[config.mk]
export PLATFORM = sky130hd
export DESIGN_NAME = cla_pipe_adder
export DESIGN_NICKNAME = d
export VERILOG_FILES = /design/src/rtl/cla_pkg.sv /design/src/rtl/cla_group.sv /design/src/rtl/cla_pipe_adder.sv
export SDC_FILE = /design/constraint.sdc
export NUM_CORES = 1
export LEC_CHECK = 0
export ABC_AREA = 1
export CAP_MARGIN = 10
export CORE_MARGIN = 2
export CORE_UTILIZATION = 57
export CTS_BUF_LIST = sky130_fd_sc_hd__clkbuf_16
export DETAILED_ROUTE_END_ITERATION = 12
export PLACE_DENSITY = 0.93
export SLEW_MARGIN = 20
export SYNTH_ARGS = -nofsm -noshare
export SYNTH_HDL_FRONTEND = slang
export SYNTH_SLANG_ARGS = --single-unit
[constraint.sdc]
create_clock -name i_clk -period 7 [get_ports i_clk]
set_clock_uncertainty 0.15 [all_clocks]
set_input_delay 0.7 -clock i_clk [delete_from_list [all_inputs] [get_ports i_clk]]
set_output_delay 0.7 -clock i_clk [all_outputs]
set_load 0.01 [all_outputs]
[src/rtl/cla_pkg.sv]
// rtl/cla_pkg.sv - shared mode bits, half-width helper and group PG record for cla_pipe_adder
package cla_pkg;

  localparam int MODE_SUB_BIT    = 0;
  localparam int MODE_SIGNED_BIT = 1;

  typedef struct packed {
    logic g;
    logic p;
  } pg_t;

  function automatic int half_width(input int width);
    return width / 2;
  endfunction

endpackage

[src/rtl/cla_group.sv]
// rtl/cla_group.sv - GROUP-bit carry-lookahead block producing sum plus group generate/propagate
module cla_group
  import cla_pkg::*;
#(
  parameter int GROUP = 4
) (
  input  logic [GROUP-1:0] a,
  input  logic [GROUP-1:0] b,
  input  logic             cin,
  output logic [GROUP-1:0] sum,
  output pg_t              pg
);

  logic [GROUP-1:0] g;
  logic [GROUP-1:0] p;
  logic [GROUP-1:0] c;

  assign g = a & b;
  assign p = a | b;

  // Group G/P kept apart from the sum path so they never depend on cin.
  always_comb begin
    pg.p = &p;
    pg.g = 1'b0;
    for (int i = 0; i < GROUP; i++) begin
      pg.g = g[i] | (p[i] & pg.g);
    end
  end

  always_comb begin
    c    = '0;
    c[0] = cin;
    for (int i = 1; i < GROUP; i++) begin
      c[i] = g[i-1] | (p[i-1] & c[i-1]);
    end
    sum = a ^ b ^ c;
  end

endmodule

[src/rtl/cla_pipe_adder.sv]
// rtl/cla_pipe_adder.sv - two-stage CLA add/sub with valid/ready; CLA_SAT_EN enables signed saturation
module cla_pipe_adder
  import cla_pkg::*;
#(
  parameter int WIDTH = 32,
  parameter int GROUP = 4
) (
  input  logic             i_clk,
  input  logic             i_rst_n,
  input  logic             i_valid,
  output logic             o_ready,
  input  logic [WIDTH-1:0] i_add1,
  input  logic [WIDTH-1:0] i_add2,
  input  logic [1:0]       i_mode,
  output logic             o_valid,
  input  logic             i_ready,
  output logic [WIDTH:0]   o_result,
  output logic             o_ovf
);

  localparam int HALF = half_width(WIDTH);
  localparam int NG   = HALF / GROUP;

  logic             s1_v;
  logic             s2_v;
  logic             s1_load;
  logic             s2_load;
  logic             accept;

  logic [WIDTH-1:0] b_cond;
  logic [HALF-1:0]  lo_sum;
  logic [HALF-1:0]  hi_sum;
  pg_t  [NG-1:0]    lo_pg;
  pg_t  [NG-1:0]    hi_pg;
  logic [NG:0]      lo_c;
  logic [NG:0]      hi_c;

  logic [HALF-1:0]  s1_sum_lo;
  logic             s1_c_lo;
  logic [HALF-1:0]  s1_a_hi;
  logic [HALF-1:0]  s1_b_hi;
  logic [1:0]       s1_mode;

  logic             cout;
  logic             c_msb;
  logic             ovf_n;
  logic             top_n;
  logic [WIDTH-1:0] sum_n;

  assign s2_load = !s2_v || i_ready;
  assign s1_load = !s1_v || s2_load;
  assign o_ready = !s1_v || s2_load;
  assign accept  = i_valid && o_ready;
  assign o_valid = s2_v;

  assign b_cond = i_mode[MODE_SUB_BIT] ? ~i_add2 : i_add2;

  genvar k;
  for (k = 0; k < NG; k++) begin : g_lo
    cla_group #(.GROUP(GROUP)) u_grp (
      .a   (i_add1[k*GROUP +: GROUP]),
      .b   (b_cond[k*GROUP +: GROUP]),
      .cin (lo_c[k]),
      .sum (lo_sum[k*GROUP +: GROUP]),
      .pg  (lo_pg[k])
    );
  end

  for (k = 0; k < NG; k++) begin : g_hi
    cla_group #(.GROUP(GROUP)) u_grp (
      .a   (s1_a_hi[k*GROUP +: GROUP]),
      .b   (s1_b_hi[k*GROUP +: GROUP]),
      .cin (hi_c[k]),
      .sum (hi_sum[k*GROUP +: GROUP]),
      .pg  (hi_pg[k])
    );
  end

  // Group-level lookahead within each half; the halves meet only through s1_c_lo.
  always_comb begin
    lo_c    = '0;
    lo_c[0] = i_mode[MODE_SUB_BIT];
    for (int i = 0; i < NG; i++) begin
      lo_c[i+1] = lo_pg[i].g | (lo_pg[i].p & lo_c[i]);
    end
  end

  always_comb begin
    hi_c    = '0;
    hi_c[0] = s1_c_lo;
    for (int i = 0; i < NG; i++) begin
      hi_c[i+1] = hi_pg[i].g | (hi_pg[i].p & hi_c[i]);
    end
  end

  always_comb begin
    cout  = hi_c[NG];
    c_msb = hi_sum[HALF-1] ^ s1_a_hi[HALF-1] ^ s1_b_hi[HALF-1];
    ovf_n = s1_mode[MODE_SIGNED_BIT] & (c_msb ^ cout);
    sum_n = {hi_sum, s1_sum_lo};
    if (s1_mode[MODE_SIGNED_BIT]) begin
      top_n = s1_a_hi[HALF-1] ^ s1_b_hi[HALF-1] ^ cout;
    end else begin
      top_n = s1_mode[MODE_SUB_BIT] ? ~cout : cout;
    end
`ifdef CLA_SAT_EN
    if (ovf_n) begin
      sum_n = {s1_a_hi[HALF-1], {(WIDTH-1){~s1_a_hi[HALF-1]}}};
      top_n = s1_a_hi[HALF-1];
    end
`endif
  end

  always_ff @(posedge i_clk or negedge i_rst_n) begin
    if (!i_rst_n) begin
      s1_v      <= 1'b0;
      s1_sum_lo <= '0;
      s1_c_lo   <= 1'b0;
      s1_a_hi   <= '0;
      s1_b_hi   <= '0;
      s1_mode   <= '0;
    end else if (s1_load) begin
      s1_v <= accept;
      if (accept) begin
        s1_sum_lo <= lo_sum;
        s1_c_lo   <= lo_c[NG];
        s1_a_hi   <= i_add1[WIDTH-1:HALF];
        s1_b_hi   <= b_cond[WIDTH-1:HALF];
        s1_mode   <= i_mode;
      end
    end
  end

  always_ff @(posedge i_clk or negedge i_rst_n) begin
    if (!i_rst_n) begin
      s2_v     <= 1'b0;
      o_result <= '0;
      o_ovf    <= 1'b0;
    end else if (s2_load) begin
      s2_v <= s1_v;
      if (s1_v) begin
        o_result <= {top_n, sum_n};
        o_ovf    <= ovf_n;
      end
    end
  end

endmodule

Yosys cells after proc, flatten, opt, wreduce, memory -nomap -nowiden
Index checks and enable logic that the tools add are counted.
W data, S select, Z words.
- word-level logic and storage cells: 179
- bits in registers: 87
- input port bits: 70
- memories kept: 0
- memory bits (read-only): 0
- bits in latches: 0
- RAM bits: 0
- muxes and demuxes: 3
- reduce and logical (&&, ||, !) cells: 15
- eq/ne operators: 0
- multiply operators: 0
- shifts and indexed selects: 0
- add/subtract/negate cells: 0
- divide/modulo/power cells: 0
- magnitude comparators: 0
- bitwise gates (word level): 152
- operator list (cell ; number):
    $xor A4 B4 Y4 ; 16
    $and A1 B1 Y1 ; 57
    $or A1 B1 Y1 ; 56
    $and A4 B4 Y4 ; 8
    $mux W32 ; 1
    $not A32 Y32 ; 1
    $or A4 B4 Y4 ; 8
    $reduce_and A4 Y1 ; 8
    $xor A1 B1 Y1 ; 5
    $reduce_and A2 Y1 ; 2
    $logic_not A1 Y1 ; 2
    $logic_or A1 B1 Y1 ; 2
    $mux W1 ; 2
    $logic_and A1 B1 Y1 ; 1
    $not A1 Y1 ; 1

Depth between registers and ports, before layout
Gate-level depths: netlist of run 1.
- word-level depth: 23
- gate-level depth with buffers: 23
- depth with buffers taken out: 23

Hierarchy
From an unflattened synthesis of run 1, not the netlist that was laid out.
- cells, all modules: 705
- area total of the unflattened synthesis: 5770.5 µm²
- modules (own cells, without submodules) (module ; seq. area each (µm²) ; area an instance (µm²) ; times used ; cells an instance):
    cla_pipe_adder ; 2177.1 ; 3678.5 ; 1 ; 417
    cla_group ; 0.0 ; 261.5 ; 8 ; 36

Worst setup path before layout of run 1
Ideal clock, no wire load.
- kind: input-to-reg
- start: input i_mode[0]
- end: register s1_sum_lo[11]
- cell stages on the path: 15
- library setup time: 0.076 ns
- arrival: 3.533 ns
- data required time: 6.774 ns
- path slack: 3.240 ns
- cell sequence: buf_2 -> buf_2 -> xnor2_1 -> ha_1 -> nor4_1 -> nand2_1 -> nand3_1 -> nand2_1 -> nand2_1 -> inv_1 -> fa_1 -> fa_1 -> fa_1 -> xor2_1 -> o21ai_1
- cells in the longest elaborated chain, start to end: 18
- ends and longest elaborated chain (element ; line ; text):
    start, declared ; cla_pipe_adder.sv:14 ; input logic [1:0] i_mode,
    $mux W32 ; cla_pipe_adder.sv:56 ; assign b_cond = i_mode[MODE_SUB_BIT] ? ~i_add2 : i_add2;
    $or A4 B4 Y4 or $and A4 B4 Y4 (tied branches) ; cla_group.sv:19, cla_group.sv:18 ;
    $and A1 B1 Y1 ; cla_group.sv:26 ; pg.g = g[i] | (p[i] & pg.g);
    $or A1 B1 Y1 ; cla_group.sv:26 ;
    $and A1 B1 Y1 ; cla_group.sv:26 ;
    $or A1 B1 Y1 ; cla_group.sv:26 ;
    $and A1 B1 Y1 ; cla_group.sv:26 ;
    $or A1 B1 Y1 ; cla_group.sv:26 ;
    [... 2 more ...] ; -- ;
    $or A1 B1 Y1 ; cla_pipe_adder.sv:84 ; lo_c[i+1] = lo_pg[i].g | (lo_pg[i].p & lo_c[i]);
    $and A1 B1 Y1 ; cla_group.sv:34 ; c[i] = g[i-1] | (p[i-1] & c[i-1]);
    $or A1 B1 Y1 ; cla_group.sv:34 ;
    $and A1 B1 Y1 ; cla_group.sv:34 ;
    $or A1 B1 Y1 ; cla_group.sv:34 ;
    $and A1 B1 Y1 ; cla_group.sv:34 ;
    $or A1 B1 Y1 ; cla_group.sv:34 ;
    $xor A4 B4 Y4 (*) ; cla_group.sv:36 ; sum = a ^ b ^ c;
    end signal, assigned ; cla_pipe_adder.sv:125 ; s1_sum_lo <= lo_sum;
    end, declared ; cla_pipe_adder.sv:38 ; logic [HALF-1:0] s1_sum_lo;
Every way passes the cells marked *; elsewhere a longest branch is shown, timed or not.
A chain may end at the register's enable or synchronous reset.

Worst setup path after layout of run 1
- start: input i_mode[0]
- end: register s1_sum_lo[15]
- cells in the longest elaborated chain, start to end: 20
- ends and longest elaborated chain (element ; line):
    $mux W32 ; cla_pipe_adder.sv:56
    $or A4 B4 Y4 or $and A4 B4 Y4 (tied branches) ; cla_group.sv:19, cla_group.sv:18
    $and A1 B1 Y1 ; cla_group.sv:26
    $or A1 B1 Y1 ; cla_group.sv:26
    $and A1 B1 Y1 ; cla_group.sv:26
    $or A1 B1 Y1 ; cla_group.sv:26
    $and A1 B1 Y1 ; cla_group.sv:26
    $or A1 B1 Y1 ; cla_group.sv:26
    [... 4 more ...] ; --
    $or A1 B1 Y1 ; cla_pipe_adder.sv:84
    $and A1 B1 Y1 ; cla_group.sv:34
    $or A1 B1 Y1 ; cla_group.sv:34
    $and A1 B1 Y1 ; cla_group.sv:34
    $or A1 B1 Y1 ; cla_group.sv:34
    $and A1 B1 Y1 ; cla_group.sv:34
    $or A1 B1 Y1 ; cla_group.sv:34
    $xor A4 B4 Y4 (*) ; cla_group.sv:36
Marks and branches as above.

==> impl_metrics.json, run 1 <==
{
  "run_status": "finished, final reports clean",
  "cts_post_setup_buffers_inserted": 0,
  "power.internal_mw": 1.26,
  "rsz0062_at_grt": "false",
  "fin_tns_setup_ns": 0,
  "antenna_left": 0,
  "post_route_cells_drive_above_1_share": 0.0518,
  "dr.first_iter.drc_count": 216,
  "cts.path.max_buffers": 2,
  "worst_r2r_path_depth": 23,
  "synth_top_area_share": 0.398,
  "die_height_um": 102,
  "route.layer.met1.wl_mm": 5.11,
  "ys_ff_latch": 87,
  "crit_path_category": "input port to flop",
  "antenna_found_initial": 0,
  "drtPass1Iterations": 5,
  "first_global_vias": 4627,
  "syn_nets": 767,
  "grt_use_total": 0.258,
  "hpwl_mm": 9.05,
  "synth_top_flop_cell": "sky130_fd_sc_hd__dfrtp_1",
  "cts-buffers-inserted": 9,
  "worst_ep_arrival_time_ns": 3.92,
  "crit_path_end_kind": "flop",
  "post_synth_inst_count": 610,
  "tritoncts_num_sinks": 87,
  "antenna_cells": 0,
  "utilization": 0.741,
  "master_cell_of_the_clock_root_buffer": "sky130_fd_sc_hd__clkbuf_16",
  "wl_per_cell_um": 15.0,
  "synth-async-reset-ratio": 1.00,
  "share_clk_of_total_power": 0.222,
  "pre_cts_ws_ns": 2.76,
  "vdd_drop_max_v": 0.000122,
  "synth_warnings": 0,
  "floorplan.die_area_um2": 10400,
  "yosys.cell_types.count": 23,
  "cts.reportedPaths.clkPinSlew_ns": 0.06,
  "area_delta_synth_final_pct": 25.7,
  "vias": 4253,
  "die_w_um": 102,
  "final.setup.worst_slack_ns": 3.13,
  "leakage_power_summed_over_all_cells_nw": 3.45,
  "max_slew.worst_pin.slew_ns": 0.798,
  "routed_via_density": 5.05,
  "slew_headroom": 0.468,
  "wl_mm": 12.7,
  "wl_met3_um": 660,
  "mappedNetlistArea_um2": 5470,
  "share_of_the_clock_period_used_by_the_worst_path": 0.553,
  "hold_viol_final": 0,
  "synth_area_per_cell_um2": 8.97,
  "startpoint_type": "input port",
  "rrSetupSlack_ns": 3.57,
  "finalNetCount": 866,
  "worst_skew_pair.late_latency_ns": 0.34,
  "dpl-instance-area_um2": 6610,
  "overflow": 0,
  "worstReg2RegStart": "s1_b_hi[1]$_DFFE_PN0P_",
  "timing.hold.worst.class": "input port to asynchronous set/reset pin",
  "grt_max_degree": 88,
  "post_cts_hold_buffer_count": 0,
  "synth_enable_flop_cells": 0,
  "power_switching_mw": 0.685,
  "floorplan.initialDensity": 0.589,
  "totalPowerFinal_mw": 1.94,
  "seq_area_frac_synth": 0.398,
  "floorplan.io_pins": 106,
  "h-tree-depth": 3,
  "synth.area.top_cells": "sky130_fd_sc_hd__dfrtp_1, sky130_fd_sc_hd__ha_1, sky130_fd_sc_hd__nand2_1",
  "sw_frac_of_total": 0.352,
  "worst_endpoint_required_time_ns": 7.05,
  "coreArea_um2": 9280,
  "route.top_layer_used": "met4",
  "grt_pass1_wl_mm": 20.8,
  "rows": 35,
  "regToRegEndpoint": "o_ovf$_DFFE_PN0P_",
  "finalMaxSlewViolations": 0,
  "design_area_um2": 6880,
  "period_minus_slack_ns": 3.87,
  "path_max_fanout": 35,
  "remaining_drc_errors": 0,
  "tritoncts_clock_tree": "yes",
  "combinationalPowerShare": 0.386,
  "max_cap_viol_count": 0,
  "power.density_cell_area_nw_per_um2": 282,
  "sequential_power_share": 0.392,
  "rd_place_congestion": 0.890,
  "setup_violations": 0,
  "numPortBuffers": 105,
  "fmaxAchievable_mhz": 258,
  "post-synth-top-area-cell": "sky130_fd_sc_hd__dfrtp_1",
  "wl_met2_mm": 6.74,
  "cts_resized": 0
}
[routing by layer]
metal  GRT usage  vias up
li1            -     2030
met1       0.303     2054
met2       0.477      152
met3      0.0465       17
met4      0.0810        0
met5           0        -
[cells in the mapped netlist (7+ instances only)]
| library cell | instances |
|---|---|
| sky130_fd_sc_hd__nand2_2 | 7 |
| sky130_fd_sc_hd__xnor2_1 | 39 |
| sky130_fd_sc_hd__buf_2 | 13 |
| sky130_fd_sc_hd__inv_1 | 92 |
| sky130_fd_sc_hd__nor2_1 | 16 |
| sky130_fd_sc_hd__a21oi_1 | 9 |
| sky130_fd_sc_hd__dfrtp_1 | 87 |
| sky130_fd_sc_hd__nand2_1 | 167 |
| sky130_fd_sc_hd__ha_1 | 64 |
| sky130_fd_sc_hd__fa_1 | 23 |
| sky130_fd_sc_hd__o21ai_1 | 53 |
[flip-flops by register name (all words and copies together), names as in the netlist]
signal / flops
s1_c_lo: 1
s1_a_hi: 16
s1_sum_lo: 16
s1_b_hi: 16
s1_v: 1
o_valid: 1
s1_mode: 2
o_ovf: 1
o_result: 33
[cells in the final DEF (no fill, tap or decap), types with 3 or more instances in the layout]
cell	n
sky130_fd_sc_hd__nor4_1	5
sky130_fd_sc_hd__o21ai_1	53
sky130_fd_sc_hd__xor2_1	3
sky130_fd_sc_hd__a21oi_1	9
sky130_fd_sc_hd__nor2_1	16
sky130_fd_sc_hd__o21bai_1	4
sky130_fd_sc_hd__buf_4	3
sky130_fd_sc_hd__nand2_2	8
sky130_fd_sc_hd__fa_1	23
sky130_fd_sc_hd__clkdlybuf4s50_1	103
sky130_fd_sc_hd__xnor2_1	39
sky130_fd_sc_hd__ha_1	64
sky130_fd_sc_hd__dfrtp_1	87
sky130_fd_sc_hd__nand3_1	6
sky130_fd_sc_hd__nand2_1	166
sky130_fd_sc_hd__inv_2	6
sky130_fd_sc_hd__inv_1	93
sky130_fd_sc_hd__o21ai_0	3
sky130_fd_sc_hd__clkbuf_16	9
[power by group through the flow]
stage	clock network, mW	logic (mW)	registers [mW]
floorplan	0	0.372	0.783
global placement	0	0.700	0.754
detailed placement	0	0.743	0.765
CTS	0.436	0.754	0.761
global route	0.456	0.832	0.779
finish	0.431	0.750	0.763
[per-stage QoR]
stage          std cells  hold WS, ns
4_1_cts              843        0.323
6_report             843        0.248
2_1_floorplan        610        0.254
3_3_place_gp         827        0.300
3_5_place_dp         827        0.306
5_1_grt              843        0.348
[worst max-delay path, cell delays in order]
cell and delay [ns]:
sky130_fd_sc_hd__buf_2 0.07, sky130_fd_sc_hd__buf_4 0.45, sky130_fd_sc_hd__xnor2_1 0.27, sky130_fd_sc_hd__inv_1 0.11, sky130_fd_sc_hd__ha_1 0.20, sky130_fd_sc_hd__a21oi_1 0.14, sky130_fd_sc_hd__nor2_1 0.07, sky130_fd_sc_hd__o21bai_1 0.11
sky130_fd_sc_hd__nand3_1 0.11, sky130_fd_sc_hd__nand2_1 0.08, sky130_fd_sc_hd__nand2_1 0.06, sky130_fd_sc_hd__nand2_1 0.07, sky130_fd_sc_hd__nand2_1 0.06, sky130_fd_sc_hd__inv_1 0.08, sky130_fd_sc_hd__fa_1 0.18, sky130_fd_sc_hd__inv_1 0.06
sky130_fd_sc_hd__fa_1 0.43, sky130_fd_sc_hd__fa_1 0.41, sky130_fd_sc_hd__xnor2_1 0.16, sky130_fd_sc_hd__o21ai_1 0.07
[cell families after synthesis]
| logic type | Yosys count | share of synthesized area |
|---|---|---|
| flip-flops | 87 | 0.398 |
| buffers and inverters | 118 | 0.0839 |
| AND/OR/NAND/NOR | 204 | 0.150 |
| XOR/XNOR | 42 | 0.0672 |
| adder cells (fa/ha/maj) | 87 | 0.230 |
| AO/OA/AOI/OAI | 72 | 0.0702 |
[final cells by class]
type | count | area (um^2)
clock buffers | 9 | 225
clock inverters | 7 | 41.3
fillers | 656 | 2400
inverters | 98 | 368
multi-input cells | 405 | 2840
flip-flops and latches | 87 | 2180
well taps | 129 | 161
repair buffers | 108 | 1070
[worst max path at each step]
stage | endpoint | from | cells past startpoint
3_5_place_dp | s1_sum_lo[15]$_DFFE_PN0P_ | i_mode[0] | 20
6_report | s1_sum_lo[15]$_DFFE_PN0P_ | i_mode[0] | 20
5_1_grt | s1_sum_lo[15]$_DFFE_PN0P_ | i_mode[0] | 20
2_1_floorplan | s1_sum_lo[11]$_DFFE_PN0P_ | i_mode[0] | 15
3_3_place_gp | s1_sum_lo[11]$_DFFE_PN0P_ | i_mode[0] | 15
4_1_cts | s1_sum_lo[15]$_DFFE_PN0P_ | i_mode[0] | 20
Power figures use the tool's default switching activity.
==> run 2, diff against run 1 <==
--- a/config.mk
+++ b/config.mk
@@ -8,10 +8,10 @@
 export ABC_AREA = 1
 export CAP_MARGIN = 10
 export CORE_MARGIN = 2
-export CORE_UTILIZATION = 57
+export CORE_UTILIZATION = 53
 export CTS_BUF_LIST = sky130_fd_sc_hd__clkbuf_16
 export DETAILED_ROUTE_END_ITERATION = 12
-export PLACE_DENSITY = 0.93
+export PLACE_DENSITY = 0.87
 export SLEW_MARGIN = 20
 export SYNTH_ARGS = -nofsm -noshare
 export SYNTH_HDL_FRONTEND = slang
==> constraint.sdc (replaced) <==
create_clock -name i_clk -period 4 [get_ports i_clk]
set_clock_uncertainty 0.15 [all_clocks]
set_input_delay 0.4 -clock i_clk [delete_from_list [all_inputs] [get_ports i_clk]]
set_output_delay 0.4 -clock i_clk [all_outputs]
set_load 0.01 [all_outputs]
==> run 2 against run 1 <==
The run now ends with hold timing left. Total power up 80%. Die area grew 7.2%. Cell count rose by 1.1%. Critical path depth is 1 lower. Clock power increased by 100%. Combinational power up 72%. Sequential cell count did not move. Hold slack got worse by 0.28 ns. Count of clock-buffer cells in the layout did not move. Register-to-register slack got worse by 3.0 ns.
==> impl_metrics.json, run 2 (synthesis gave the netlist of run 1 again) <==
{
  "tritoncts_clock_tree": "yes",
  "startpoint_type": "input port",
  "pre_cts_ws_ns": 0.184,
  "max_slew.worst_pin.slew_ns": 0.791,
  "worst_ep_arrival_time_ns": 3.57,
  "master_cell_of_the_clock_root_buffer": "sky130_fd_sc_hd__clkbuf_16",
  "h-tree-depth": 3,
  "rsz0062_at_grt": "false",
  "final.setup.worst_slack_ns": 0.491,
  "grt_use_total": 0.224,
  "area_delta_synth_final_pct": 26.9,
  "crit_path_end_kind": "flop",
  "grt_pass1_wl_mm": 19.8,
  "numPortBuffers": 105,
  "largest_register_ff_count": 33,
  "combinationalPowerShare": 0.370,
  "routed_via_density": 4.93,
  "tritoncts_num_sinks": 87,
  "wl_per_cell_um": 13.9,
  "hpwl_mm": 8.61,
  "totalPowerFinal_mw": 3.50,
  "vdd_drop_max_v": 0.000263,
  "power_switching_mw": 1.18,
  "antenna_cells": 0,
  "period_minus_slack_ns": 3.51,
  "overflow": 0,
  "violations_in_the_final_reports": "hold timing",
  "utilization": 0.682,
  "floorplan.io_pins": 106,
  "cts.reportedPaths.clkPinSlew_ns": 0.06,
  "dpl-instance-area_um2": 6640,
  "worst_endpoint_required_time_ns": 4.06,
  "slew_headroom": 0.471,
  "first_global_vias": 4340,
  "worst_skew_pair.late_latency_ns": 0.34,
  "drtPass1Iterations": 4,
  "floorplan.die_area_um2": 11200,
  "nFillCells": 779,
  "power.density_cell_area_nw_per_um2": 505,
  "vias": 4203,
  "dr.first_iter.drc_count": 170,
  "design_area_um2": 6940,
  "timing.hold.worst.class": "input port to asynchronous set/reset pin",
  "post_cts_hold_buffer_count": 0,
  "cts_post_setup_buffers_inserted": 0,
  "die_height_um": 106,
  "sequential_power_share": 0.381,
  "remaining_drc_errors": 0,
  "cts-buffers-inserted": 9,
  "finalMaxSlewViolations": 0,
  "hold_slack_ns": -0.0358,
  "cts_resized": 0,
  "rd_place_congestion": 0.860,
  "max_cap_viol_count": 0,
  "rrSetupSlack_ns": 0.61,
  "coreArea_um2": 10200,
  "share_clk_of_total_power": 0.250,
  "dpl.cell_count": 836,
  "cts.path.max_buffers": 2,
  "antenna_found_initial": 0,
  "rows": 37,
  "power.internal_mw": 2.33,
  "commonest_non_fill_non_tap_cells_in_the_layout": "sky130_fd_sc_hd__nand2_1, sky130_fd_sc_hd__clkdlybuf4s50_1, sky130_fd_sc_hd__inv_1",
  "post_route_cells_drive_above_1_share": 0.0517,
  "finalNonFillerCells": 852,
  "path_max_fanout": 3,
  "share_of_the_clock_period_used_by_the_worst_path": 0.877,
  "crit_path_category": "input port to flop",
  "fin_tns_setup_ns": 0,
  "leakage_power_summed_over_all_cells_nw": 3.49,
  "sw_frac_of_total": 0.336,
  "wl_mm": 11.9,
  "finalNetCount": 868,
  "antenna_left": 0,
  "fmaxAchievable_mhz": 285,
  "largest_register": "o_result",
  "layout_commonest_cell": "sky130_fd_sc_hd__nand2_1",
  "run_status": "complete, but fails checks",
  "grt_max_degree": 88,
  "hold_viol_final": 69,
  "die_w_um": 106,
  "setup_violations": 0,
  "floorplan.initialDensity": 0.537
}
==> run 2: final cells by class <==
class,instances,area (um^2),share of cell area
inverter,98,368,0.0530
tap,136,170,0.0245
clock buffer,9,225,0.0324
multi-input combinational,405,2840,0.409
timing repair buffer,110,1080,0.156
sequential,87,2180,0.314
clock inverter,7,80.1,0.0115
==> run 2: per-layer routing <==
layer | GRT usage | up-vias | share of wire | wire length [um]
met5 | 0 | - | 0 | 0
met4 | 0.0705 | 0 | 0.016 | 195
met3 | 0.0414 | 17 | 0.063 | 754
met2 | 0.382 | 144 | 0.49 | 5820
met1 | 0.291 | 2005 | 0.43 | 5110
li1 | - | 2037 | - | -
==> run 2: power by group through the flow <==
stage | registers, mW | clock network, mW | logic, mW
floorplan | 1.37 | 0 | 0.652
global placement | 1.33 | 0 | 1.23
detailed placement | 1.34 | 0 | 1.29
CTS | 1.33 | 0.885 | 1.31
global route | 1.37 | 0.924 | 1.44
finish | 1.33 | 0.875 | 1.29
==> run 2: path summary, 6_finish.rpt <==
path,start,to,cells after the start
worst max-delay path,i_add2[1],s1_sum_lo[15]$_DFFE_PN0P_,19
worst min-delay path,i_rst_n,s1_b_hi[7]$_DFFE_PN0P_,1
worst max register to register,s1_b_hi[0]$_DFFE_PN0P_,o_ovf$_DFFE_PN0P_,21
worst min register to register,s1_sum_lo[9]$_DFFE_PN0P_,o_result[9]$_DFFE_PN0P_,2
max in group asynchronous,i_rst_n,s1_sum_lo[14]$_DFFE_PN0P_,1
min in group i_clk,s1_sum_lo[9]$_DFFE_PN0P_,o_result[9]$_DFFE_PN0P_,2
==> run 2: critical path, stage by stage <==
cell and delay (ns):
sky130_fd_sc_hd__clkdlybuf4s50_1 0.43, sky130_fd_sc_hd__xnor2_1 0.30, sky130_fd_sc_hd__ha_1 0.24, sky130_fd_sc_hd__inv_1 0.05, sky130_fd_sc_hd__a21oi_1 0.12, sky130_fd_sc_hd__nor2_1 0.06
sky130_fd_sc_hd__o21bai_1 0.17, sky130_fd_sc_hd__nand3_1 0.15, sky130_fd_sc_hd__nand2_1 0.08, sky130_fd_sc_hd__nand2_1 0.07, sky130_fd_sc_hd__nand2_1 0.07, sky130_fd_sc_hd__nand2_1 0.06
sky130_fd_sc_hd__inv_1 0.07, sky130_fd_sc_hd__fa_1 0.16, sky130_fd_sc_hd__inv_1 0.05, sky130_fd_sc_hd__fa_1 0.41, sky130_fd_sc_hd__fa_1 0.41, sky130_fd_sc_hd__xnor2_1 0.18
sky130_fd_sc_hd__o21ai_1 0.08
